$ cat src/rtl/cpuDefine.sv
// Shared CPU type definitions: the machine data word, divider iteration count
// and a conditional absolute-value helper.
package cpuDefine;

  typedef logic [31:0] DType;

  localparam int DIV_ITER = 32;

  // Two's-complement magnitude when s is set; the value unchanged otherwise.
  function automatic DType abs_val(input DType v, input logic s);
    if (s && v[31]) begin
      abs_val = DType'(32'd0 - v);
    end else begin
      abs_val = v;
    end
  endfunction

endpackage

$ cat src/rtl/seq_divider.sv
// Multi-cycle radix-2 restoring divider for DIV/DIVU/MOD/MODU. One quotient
// bit per cycle; signs are stripped at capture and restored on the last step.
module seq_divider
  import cpuDefine::*;
(
  input  logic aclk,
  input  logic aresetn,
  input  logic en,
  input  logic is_signed,
  input  DType dividend,
  input  DType divisor,
  output DType quotient,
  output DType remainder,
  output logic complete
);

  typedef enum logic [1:0] {
    IDLE = 2'd0,
    BUSY = 2'd1,
    DONE = 2'd2
  } state_t;

  state_t      r_state;
  state_t      w_next_state;
  logic [63:0] r_acc;
  DType        r_dvsr;
  DType        r_dvdd;
  logic        r_neg_q;
  logic        r_neg_r;
  logic [5:0]  r_cnt;
  DType        r_quot;
  DType        r_rem;
  logic        r_complete;

  logic [63:0] w_shift;
  logic [32:0] w_diff;
  logic [63:0] w_step;
  logic        w_last;
  DType        w_q_fix;
  DType        w_r_fix;

  // One restoring step: shift, trial-subtract, keep the difference if no borrow.
  always_comb begin
    w_shift = {r_acc[62:0], 1'b0};
    w_diff  = {1'b0, w_shift[63:32]} - {1'b0, r_dvsr};
    if (w_diff[32]) begin
      w_step = w_shift;
    end else begin
      w_step = {w_diff[31:0], w_shift[31:1], 1'b1};
    end
    w_last = (r_cnt == 6'(DIV_ITER - 1));
  end

  // Sign fixup of the final step; a zero divisor bypasses it and returns the raw dividend.
  always_comb begin
    if (r_dvsr == 32'd0) begin
      w_q_fix = 32'hFFFF_FFFF;
      w_r_fix = r_dvdd;
    end else begin
      w_q_fix = r_neg_q ? DType'(32'd0 - w_step[31:0])  : w_step[31:0];
      w_r_fix = r_neg_r ? DType'(32'd0 - w_step[63:32]) : w_step[63:32];
    end
  end

  // State register.
  always_ff @(posedge aclk) begin
    if (!aresetn) begin
      r_state <= IDLE;
    end else begin
      r_state <= w_next_state;
    end
  end

  // Next-state logic; dropping en while busy abandons the operation.
  always_comb begin
    w_next_state = r_state;
    case (r_state)
      IDLE: begin
        if (en) begin
          w_next_state = BUSY;
        end else begin
          w_next_state = IDLE;
        end
      end
      BUSY: begin
        if (!en) begin
          w_next_state = IDLE;
        end else if (w_last) begin
          w_next_state = DONE;
        end else begin
          w_next_state = BUSY;
        end
      end
      DONE:    w_next_state = IDLE;
      default: w_next_state = IDLE;
    endcase
  end

  // Operand capture, iteration datapath and registered results.
  always_ff @(posedge aclk) begin
    if (!aresetn) begin
      r_acc      <= 64'd0;
      r_dvsr     <= 32'd0;
      r_dvdd     <= 32'd0;
      r_neg_q    <= 1'b0;
      r_neg_r    <= 1'b0;
      r_cnt      <= 6'd0;
      r_quot     <= 32'd0;
      r_rem      <= 32'd0;
      r_complete <= 1'b0;
    end else begin
      r_complete <= 1'b0;
      case (r_state)
        IDLE: begin
          if (en) begin
            r_acc   <= {32'd0, abs_val(dividend, is_signed)};
            r_dvsr  <= abs_val(divisor, is_signed);
            r_dvdd  <= dividend;
            r_neg_q <= is_signed & (dividend[31] ^ divisor[31]);
            r_neg_r <= is_signed & dividend[31];
            r_cnt   <= 6'd0;
          end else begin
            r_cnt <= r_cnt;
          end
        end
        BUSY: begin
          if (en) begin
            r_acc <= w_step;
            r_cnt <= r_cnt + 6'd1;
            if (w_last) begin
              r_quot     <= w_q_fix;
              r_rem      <= w_r_fix;
              r_complete <= 1'b1;
            end else begin
              r_complete <= 1'b0;
            end
          end else begin
            r_cnt <= r_cnt;
          end
        end
        default: begin
          r_cnt <= r_cnt;
        end
      endcase
    end
  end

  assign quotient  = r_quot;
  assign remainder = r_rem;
  assign complete  = r_complete;

endmodule

$ cat config.mk
export PLATFORM = sky130hd
export DESIGN_NAME = seq_divider
export DESIGN_NICKNAME = d
export VERILOG_FILES = /design/src/rtl/cpuDefine.sv /design/src/rtl/seq_divider.sv
export SDC_FILE = /design/constraint.sdc
export NUM_CORES = 1
export LEC_CHECK = 0
export ABC_AREA = 1
export BUFFER_PORTS_ARGS = -buffer_cell sky130_fd_sc_hd__buf_4
export CAP_MARGIN = 10
export CORE_UTILIZATION = 60
export CTS_BUF_LIST = sky130_fd_sc_hd__clkbuf_8
export CTS_CLUSTER_DIAMETER = 150
export DETAILED_ROUTE_END_ITERATION = 10
export GPL_TIMING_DRIVEN = 1
export PLACE_DENSITY = 0.89
export SYNTH_ARGS = -nofsm -noshare
export SYNTH_HDL_FRONTEND = slang
export SYNTH_SLANG_ARGS = --single-unit
export TNS_END_PERCENT = 30
$ cat constraint.sdc
create_clock -name aclk -period 9 [get_ports aclk]
set_clock_uncertainty 0.15 [all_clocks]
set_input_delay 0.9 -clock aclk [delete_from_list [all_inputs] [get_ports aclk]]
set_output_delay 0.9 -clock aclk [all_outputs]
set_load 0.01 [all_outputs]
# Word-level counts from Yosys, hierarchy flattened
# Cells that the tools add are included.
dict set report word_totals {
  register_bits 202
}
dict set report classes {
  addsub 6
  n_eq_ne 4
  mux 18
  n_bitwise 3
  reduce_logical 9
}
# op count
set op_table {}
lappend op_table {{$mux W32} 6}
lappend op_table {{$sub A1 B32 Y32 const A} 4}
lappend op_table {{$mux W63} 2}
lappend op_table {{$pmux W63 S2} 1}
lappend op_table {{$mux W64} 1}
lappend op_table {{$sub A32 B32 Y33} 1}
lappend op_table {{$logic_not A32 Y1} 1}
lappend op_table {{$mux W6} 2}
lappend op_table {{$pmux W6 S2} 1}
lappend op_table {{$reduce_and A3 Y1} 3}
lappend op_table {{$add A6 B1 Y6 const B} 1}
lappend op_table {{$eq A6 B5 Y1 const B} 1}
lappend op_table {{$mux W2} 2}
lappend op_table {{$ne A2 B2 Y1 const B} 2}
lappend op_table {{$pmux W2 S2} 1}
lappend op_table {{$and A1 B1 Y1} 2}
lappend op_table {{$eq A2 B1 Y1 const B} 1}
lappend op_table {{$logic_and A1 B1 Y1} 2}
lappend op_table {{$logic_not A2 Y1} 1}
lappend op_table {{$mux W1} 2}
lappend op_table {{$reduce_and A2 Y1} 1}
lappend op_table {{$reduce_bool A2 Y1} 1}
lappend op_table {{$xor A1 B1 Y1} 1}

# Logic depth before layout (Yosys ltp)
# Gate-level depths: netlist of run 1.
dict set report logic_depth {
  depth_word 5
  mapped_depth 30
  mapped_depth_nobuf 29
}

# Worst setup path after synthesis of run 1
# No wires, ideal clock.
dict set report synth_timing {
  kind {flip-flop to flip-flop}
  startpoint {register r_dvsr[6]}
  endpoint {register r_quot[30], in the netlist quotient[30]}
  setup_ns 0.114
  t_arrival_ns 3.494
  t_required_ns 8.736
  path_slack_ns 5.242
  path_stages_with_launch 29
  path_buffers 1
  synth_period_minus_slack_ns 3.758
  path_cell_list {dfxtp_1 inv_1 ha_1 nand2_1 inv_2 a21oi_1 nand2_1 nand2_1 nand2_1 nand2_4 nand2_8 inv_2 buf_2 ha_1 nand4_1 nor3_1 nand2_1 inv_1 nand2_1 nor3_1 inv_1 nand2_1 nand2_1 a21oi_1 o21ai_0 a21oi_1 xor2_1 o21bai_1 inv_1}
}
dict set report synth_between {
  elab_chain_len 5
  word_cells_on_any_way 6
}
# item line
set synth_lines {}
lappend synth_lines {{start: declaration} seq_divider.sv:26} ;# DType r_dvsr;
lappend synth_lines {{start signal: assignment} seq_divider.sv:117} ;# r_dvsr <= abs_val(divisor, is_signed);
lappend synth_lines {{$sub A32 B32 Y33} seq_divider.sv:45} ;# w_diff = {1'b0, w_shift[63:32]} - {1'b0, r_dvsr};
lappend synth_lines {{$mux W64} seq_divider.sv:46} ;# if (w_diff[32]) begin
lappend synth_lines {{$sub A1 B32 Y32} seq_divider.sv:60} ;# w_q_fix = r_neg_q ? DType'(32'd0 - w_step[31:0]) : w_step[31:0];
lappend synth_lines {{$mux W32} seq_divider.sv:60}
lappend synth_lines {{$mux W32 *} seq_divider.sv:56} ;# if (r_dvsr == 32'd0) begin
lappend synth_lines {{end signal: assignment} seq_divider.sv:131} ;# r_quot <= w_q_fix;
lappend synth_lines {{end: declaration} seq_divider.sv:31} ;# DType r_quot;
# Mark *: on every way between the ends. The rest lies on a longest branch, timed or not.
# A chain may end at the register's enable or synchronous reset.

# Final worst setup path of run 1
dict set report layout_timing {
  startpoint {register r_dvsr[23]}
  endpoint {register r_quot[30], in the netlist quotient[30]}
}
# The elaborated chain is that of the path after synthesis.

==> results of run 1 <==
report_power, final:
group          internal, uW  switching (uW)
combinational           133             287
clock                   474             402
sequential              929            37.7
area by class of cell:
class                           instances  area (sq um)
Multi-Input combinational cell       1683          8360
Fill cell                            1959          6990
Sequential cell                       202          4040
Inverter                              294          1100
Timing Repair Buffer                  141          1060
Clock buffer                           44           606
Tap cell                              285           357
Clock inverter                         21           123
placed cells by master, fill, tap and decap left out, types with 17 or more instances in the layout:
cell and count:
o221ai_1 29, buf_4 141, o211ai_1 24, inv_1 288, nand3_1 128, xor2_1 42
nand2_1 676, o21ai_0 135, ha_1 37, clkbuf_8 44, dfxtp_1 202, nor3_1 28
nor2_1 212, a21oi_1 207, nand2_2 17
state kept, by name, indices dropped and copies added, names as in the netlist, 2 cells and up:
name,flops
r_acc,63
r_dvsr,32
r_state,2
r_dvdd,32
remainder,32
r_cnt,6
quotient,32
routing by layer:
metal / vias up / global-route usage, % / wire length [um]
met3: 115 / 6.17 / 4660
li1: 7499 / - / -
met4: 0 / 12.9 / 1420
met2: 802 / 63.8 / 21200
met5: - / 0 / 0
met1: 7069 / 54.4 / 19800
cells by family (layout without fill, tap and decap cells):
| family | count (synthesis) | after routing | synth area share (%) |
|---|---|---|---|
| AO/OA/AOI/OAI | 441 | 441 | 17.9 |
| buffers and inverters | 385 | 500 | 10.8 |
| XOR/XNOR | 58 | 58 | 3.66 |
| AND/OR/NAND/NOR | 1146 | 1146 | 35.1 |
| flip-flops | 202 | 202 | 29.1 |
| adder cells (fa/ha/maj) | 38 | 38 | 3.48 |
final timing paths:
| kind | to | depth (start not counted) | start | slack [ps] |
|---|---|---|---|---|
| min | r_dvdd[8] | 2 | r_dvdd[8] | 310 |
| max reg2reg | quotient[30] | 27 | r_dvsr[23] | 3870 |
| max | quotient[30] | 27 | r_dvsr[23] | 3870 |
| min reg2reg | r_dvdd[8] | 2 | r_dvdd[8] | 310 |
worst max-delay path, cell delays in order (launching register included):
cell and delay (ps):
dfxtp_1 370, inv_1 130, ha_1 360, nand2_1 130, inv_1 50, nand2_1 50, nand2_1 60, clkinv_1 50
nand2_1 100, a21oi_4 480, nand2_8 300, inv_2 300, ha_1 300, nand4_1 150, nor3_1 210, nand2_1 100
inv_1 80, nand2_1 60, nor3_1 280, inv_1 100, nand2_1 110, nand2_1 120, a21oi_1 270, o21ai_0 200
a21oi_1 200, xor2_1 90, o21bai_1 120, inv_1 70
metrics by stage:
stage,std cells,total power (uW),setup slack (ps)
2_1_floorplan,2270,1250,5240
3_3_place_gp,2605,1380,4180
3_5_place_dp,2605,1390,4070
4_1_cts,2670,2250,4050
5_1_grt,2670,2350,3380
6_report,2670,2260,3870
==> impl_summary.log, run 1 <==
INFO  metric cp_max_fo = 53
INFO  metric cap_viol_max_count = 0
INFO  metric design.portCount = 133
INFO  metric placement_rows = 55
INFO  metric final_core_util = 69.1%
INFO  metric grt_first_pass_wirelength = 74.8 mm
INFO  metric routed_wire_length_per_instance = 17.6 um
INFO  metric drt_pass1_iterations = 6
INFO  metric antenna_left = 0
INFO  metric fin_crit = 5130 ps
INFO  metric cts_buffers = 36
INFO  metric synth_largest_type_area_fraction = 29.1%
INFO  metric cts_resized = 0
INFO  metric synth_ff_type = dfxtp_1
INFO  metric ys_types = 58
INFO  metric finish.instance_area = 0.0157 sq mm
INFO  metric setup.worst_path.end_class = flop
INFO  metric yosysWarnings = 0
INFO  metric post_drt_via_cell_ratio = 5.80
INFO  metric numPortBuffers = 132
INFO  metric routed-via-count = 15.5k
INFO  metric syn_area = 0.0139 sq mm
INFO  metric synth_sequential_area_ratio = 29.1%
INFO  metric max-slew-margin-rel = 25.8%
INFO  metric ys_ff_latch = 202
INFO  metric critPathKind = reg -> reg
INFO  metric cp.arrival = 5410 ps
INFO  metric clockBufferDepth = 3
INFO  metric worst_hold_slack_after_final_layout = 309 ps
INFO  metric class_of_the_tightest_hold_or_removal_check = reg -> reg
INFO  metric edff_count_synth = 0
INFO  metric drive_above_1_share = 11.5%
INFO  metric synth.cells.most_frequent = nand2_1, inv_1, nor2_1
INFO  metric gpl.final_weighted_congestion = 0.977
INFO  metric tritoncts_num_sinks = 202
INFO  metric yosysTopAreaCell = dfxtp_1
INFO  metric rsz0062_at_grt = no
INFO  metric mapped_cells = 2270
INFO  metric die_area = 0.0238 sq mm
INFO  metric clk_pin_slew = 70 ps
INFO  metric timing.critical_path.from_type = flop
INFO  metric cts_tree = built
INFO  metric global_route.overflow_total = 0
INFO  metric syn_to_final_growth = 12.7%
INFO  metric leakage_power = 0.00794 uW
INFO  metric final-max-slew-violation-count = 0
INFO  metric synthTopCellsByArea = dfxtp_1, nand2_1, inv_1, a21oi_1, nor2_1
INFO  metric synthMostInstantiatedCell = nand2_1
INFO  metric synth_fp_nets = 2376
INFO  metric synthArstFlopShare = 0%
INFO  metric irDropWorstVdd = 0.110 mV
INFO  metric pin_count_of_the_biggest_net_entering_global_routing = 107
INFO  metric clock_latency = 540 ps
INFO  metric die_height = 154 um
INFO  metric final_net_count = 2464
INFO  metric post-route-period-util = 57.0%
INFO  metric core_area = 0.0226 sq mm
INFO  metric initial_antenna_violation_count = 0
INFO  metric syn_avg_cell_area = 6.12 sq um
INFO  metric start_util = 61.4%
INFO  metric dieWidth = 154 um
INFO  metric final-hold-violation-count = 0
INFO  metric setup_viol_count_final = 0
INFO  metric worst_slew_pin_slew = 1110 ps
INFO  metric htree_levels = 2
INFO  metric cellPowerDensity = 145 mW/mm^2
INFO  metric fmax = 0.195 GHz
INFO  metric hold_buffers = 0
INFO  metric run_status = finished, final reports clean
INFO  metric routed_wirelength = 47.1 mm
INFO  metric drt_iter0_drc = 1571
INFO  metric final.setup.tns = 0 ps
INFO  metric detail_route.drc_violations = 0
INFO  metric cts_root_buf = clkbuf_8
INFO  metric cp.required = 9280 ps
INFO  metric postPlaceCellArea = 0.0149 sq mm
INFO  metric via_count_of_the_first_global_routing_pass = 14.3k
INFO  metric global_routing_usage_summed_across_all_routing_layers = 39.7%
INFO  metric cts_setup_buffers = 0
INFO  metric inserted_diodes = 0
INFO  metric post-dp-hpwl = 35.9 mm
Power figures use the tool's default switching activity.
==> inputs of run 2 (changes only) <==
==> constraint.sdc (replaced) <==
create_clock -name aclk -period 4.8 [get_ports aclk]
set_clock_uncertainty 0.15 [all_clocks]
set_input_delay 0.48 -clock aclk [delete_from_list [all_inputs] [get_ports aclk]]
set_output_delay 0.48 -clock aclk [all_outputs]
set_load 0.01 [all_outputs]
==> run 2 against run 1 <==
Clock power increased by 83%. Sequential power rose by 87%. Power is 87% higher. Final cell count rose by 0.45%. Sequential share of layout area shrank 0.13 points. Critical endpoint is now remainder[28]. Largest power group unchanged. Highest routed layer unchanged.
==> impl_summary.log, run 2 (synthesis gave the netlist of run 1 again) <==
INFO  metric largest_register_ffs = 63
INFO  metric cts_root_buf = clkbuf_8
INFO  metric mostFrequentLayoutCells = nand2_1, inv_1, nor2_1
INFO  metric clock_latency = 560 ps
INFO  metric grt_first_pass_wirelength = 76.6 mm
INFO  metric clock_power_share = 38.0%
INFO  metric cp.required = 5070 ps
INFO  metric gr-usage-met1 = 56.6%
INFO  metric syn_to_final_growth = 13.2%
INFO  metric antenna_left = 0
INFO  metric layout.cells.most_common = nand2_1
INFO  metric cell_type_of_the_slowest_stage_on_the_worst_timing_path = buf_4
INFO  metric crit_top_cell = nand2_1
INFO  metric cap_viol_max_count = 0
INFO  metric max_stage_delay = 540 ps
INFO  metric global_route.overflow_total = 0
INFO  metric inserted_diodes = 0
INFO  metric numPortBuffers = 132
INFO  metric post-route-period-util = 92.9%
INFO  metric crit_family = simple AND/OR/NAND/NOR gates
INFO  metric cts_tree = built
INFO  metric cp_max_fo = 52
INFO  metric clockBufferDepth = 3
INFO  metric core_area = 0.0226 sq mm
INFO  metric die_area = 0.0238 sq mm
INFO  metric class_of_the_tightest_hold_or_removal_check = in -> reg
INFO  metric routed-via-count = 15.7k
INFO  metric die_height = 154 um
INFO  metric share_seq_of_total_power = 42.8%
INFO  metric irDropWorstVdd = 0.260 mV
INFO  metric detail_route.drc_violations = 0
INFO  metric post-dp-hpwl = 37.0 mm
INFO  metric htree_levels = 2
INFO  metric drt_iter0_drc = 2000
INFO  metric p_switching = 1390 uW
INFO  metric tritoncts_num_sinks = 202
INFO  metric cp.arrival = 4730 ps
INFO  metric final-max-slew-violation-count = 0
INFO  metric leakage_power = 0.00800 uW
INFO  metric setup_viol_count_final = 0
INFO  metric final.setup.tns = 0 ps
INFO  metric postPlaceCellArea = 0.0150 sq mm
INFO  metric gr-max-usage-layer = met2
INFO  metric max-slew-margin-rel = 26.8%
INFO  metric post_drt_via_cell_ratio = 5.85
INFO  metric power.combinational.fraction = 19.2%
INFO  metric start_util = 61.4%
INFO  metric final_net_count = 2476
INFO  metric critPathKind = reg -> reg
INFO  metric cell_internal_pwr = 2830 uW
INFO  metric final-hold-violation-count = 0
INFO  metric pin_count_of_the_biggest_net_entering_global_routing = 106
INFO  metric fmax = 0.224 GHz
INFO  metric global_routing_usage_summed_across_all_routing_layers = 41.2%
INFO  metric setup.worst_path.end_class = flop
INFO  metric design.portCount = 133
INFO  metric placement_rows = 55
INFO  metric power.share.switching = 32.9%
INFO  metric timing.critical_path.from_type = flop
INFO  metric via_count_of_the_first_global_routing_pass = 14.1k
INFO  metric run_status = finished, final reports clean
INFO  metric drive_above_1_share = 11.8%
INFO  metric cellPowerDensity = 268 mW/mm^2
INFO  metric fin_crit = 4460 ps
INFO  metric largest_reg_by_ff_count = r_acc
INFO  metric clk_pin_slew = 60 ps
INFO  metric initial_antenna_violation_count = 0
INFO  metric met2_layer_usage_reported_by_global_route = 63.4%
INFO  metric gpl.final_weighted_congestion = 0.983
INFO  metric finish.instance_area = 0.0157 sq mm
INFO  metric routed_wirelength = 49.2 mm
INFO  metric grtUsageMet3 = 9.22%
INFO  metric hold_buffers = 0
INFO  metric drt_pass1_iterations = 8
INFO  metric cts_buffers = 37
INFO  metric worst_hold_slack_after_final_layout = 75.5 ps
INFO  metric worst_slew_pin_slew = 1100 ps
INFO  metric dieWidth = 154 um
INFO  metric critical_path.n_buffers_inverters = 3
INFO  metric routed_wire_length_per_instance = 18.4 um
## run 2: per-stage QoR
stage,utilization [%],instances,setup WS (ps),power [uW]
floorplan,-,2270,1040,2350
global placement,66.2,2612,356,2610
detailed placement,66.2,2612,252,2620
CTS,69.3,2678,248,4190
global route,69.5,2682,-2.50,4380
finish,69.5,2682,339,4220
## run 2: layout make-up
type	instances	area, sq um
tap	285	357
sequential	202	4040
clock buffer	44	606
timing repair buffer	152	1150
inverter	294	1100
fill	2074	6910
clock inverter	22	98.8
multi-input combinational	1683	8370
## run 2: final timing paths
kind	startpoint	to	slack, ps	depth (start not counted)
setup / recovery	r_acc[31]	remainder[28]	340	27
hold / removal	dividend[16]	r_dvdd[16]	80	3
setup reg to reg	r_acc[31]	remainder[28]	340	27
hold reg to reg	remainder[17]	remainder[17]	320	2
## run 2: what timing repair did
action	CTS	global route
setup endpoints to repair	0	4
setup buffers	0	4
resized for setup	0	3
## run 2: worst min-delay path, delay by kind of cell
family                 cells  cell delay (ps)
and+or+nand+nor            2              150
buffers and inverters      1              100
## run 2: power by group through the flow
stage	Sequential (uW)	Combinational, uW	Clock (uW)
floorplan	1810	534	0
global placement	1840	773	0
detailed placement	1840	778	0
CTS	1800	785	1600
global route	1810	890	1680
finish	1810	810	1600
## run 2: metal layers
layer	up-vias	routed length [um]
met4	0	1590
met3	127	5920
met5	-	0
met2	928	21300
li1	7522	-
met1	7115	20400
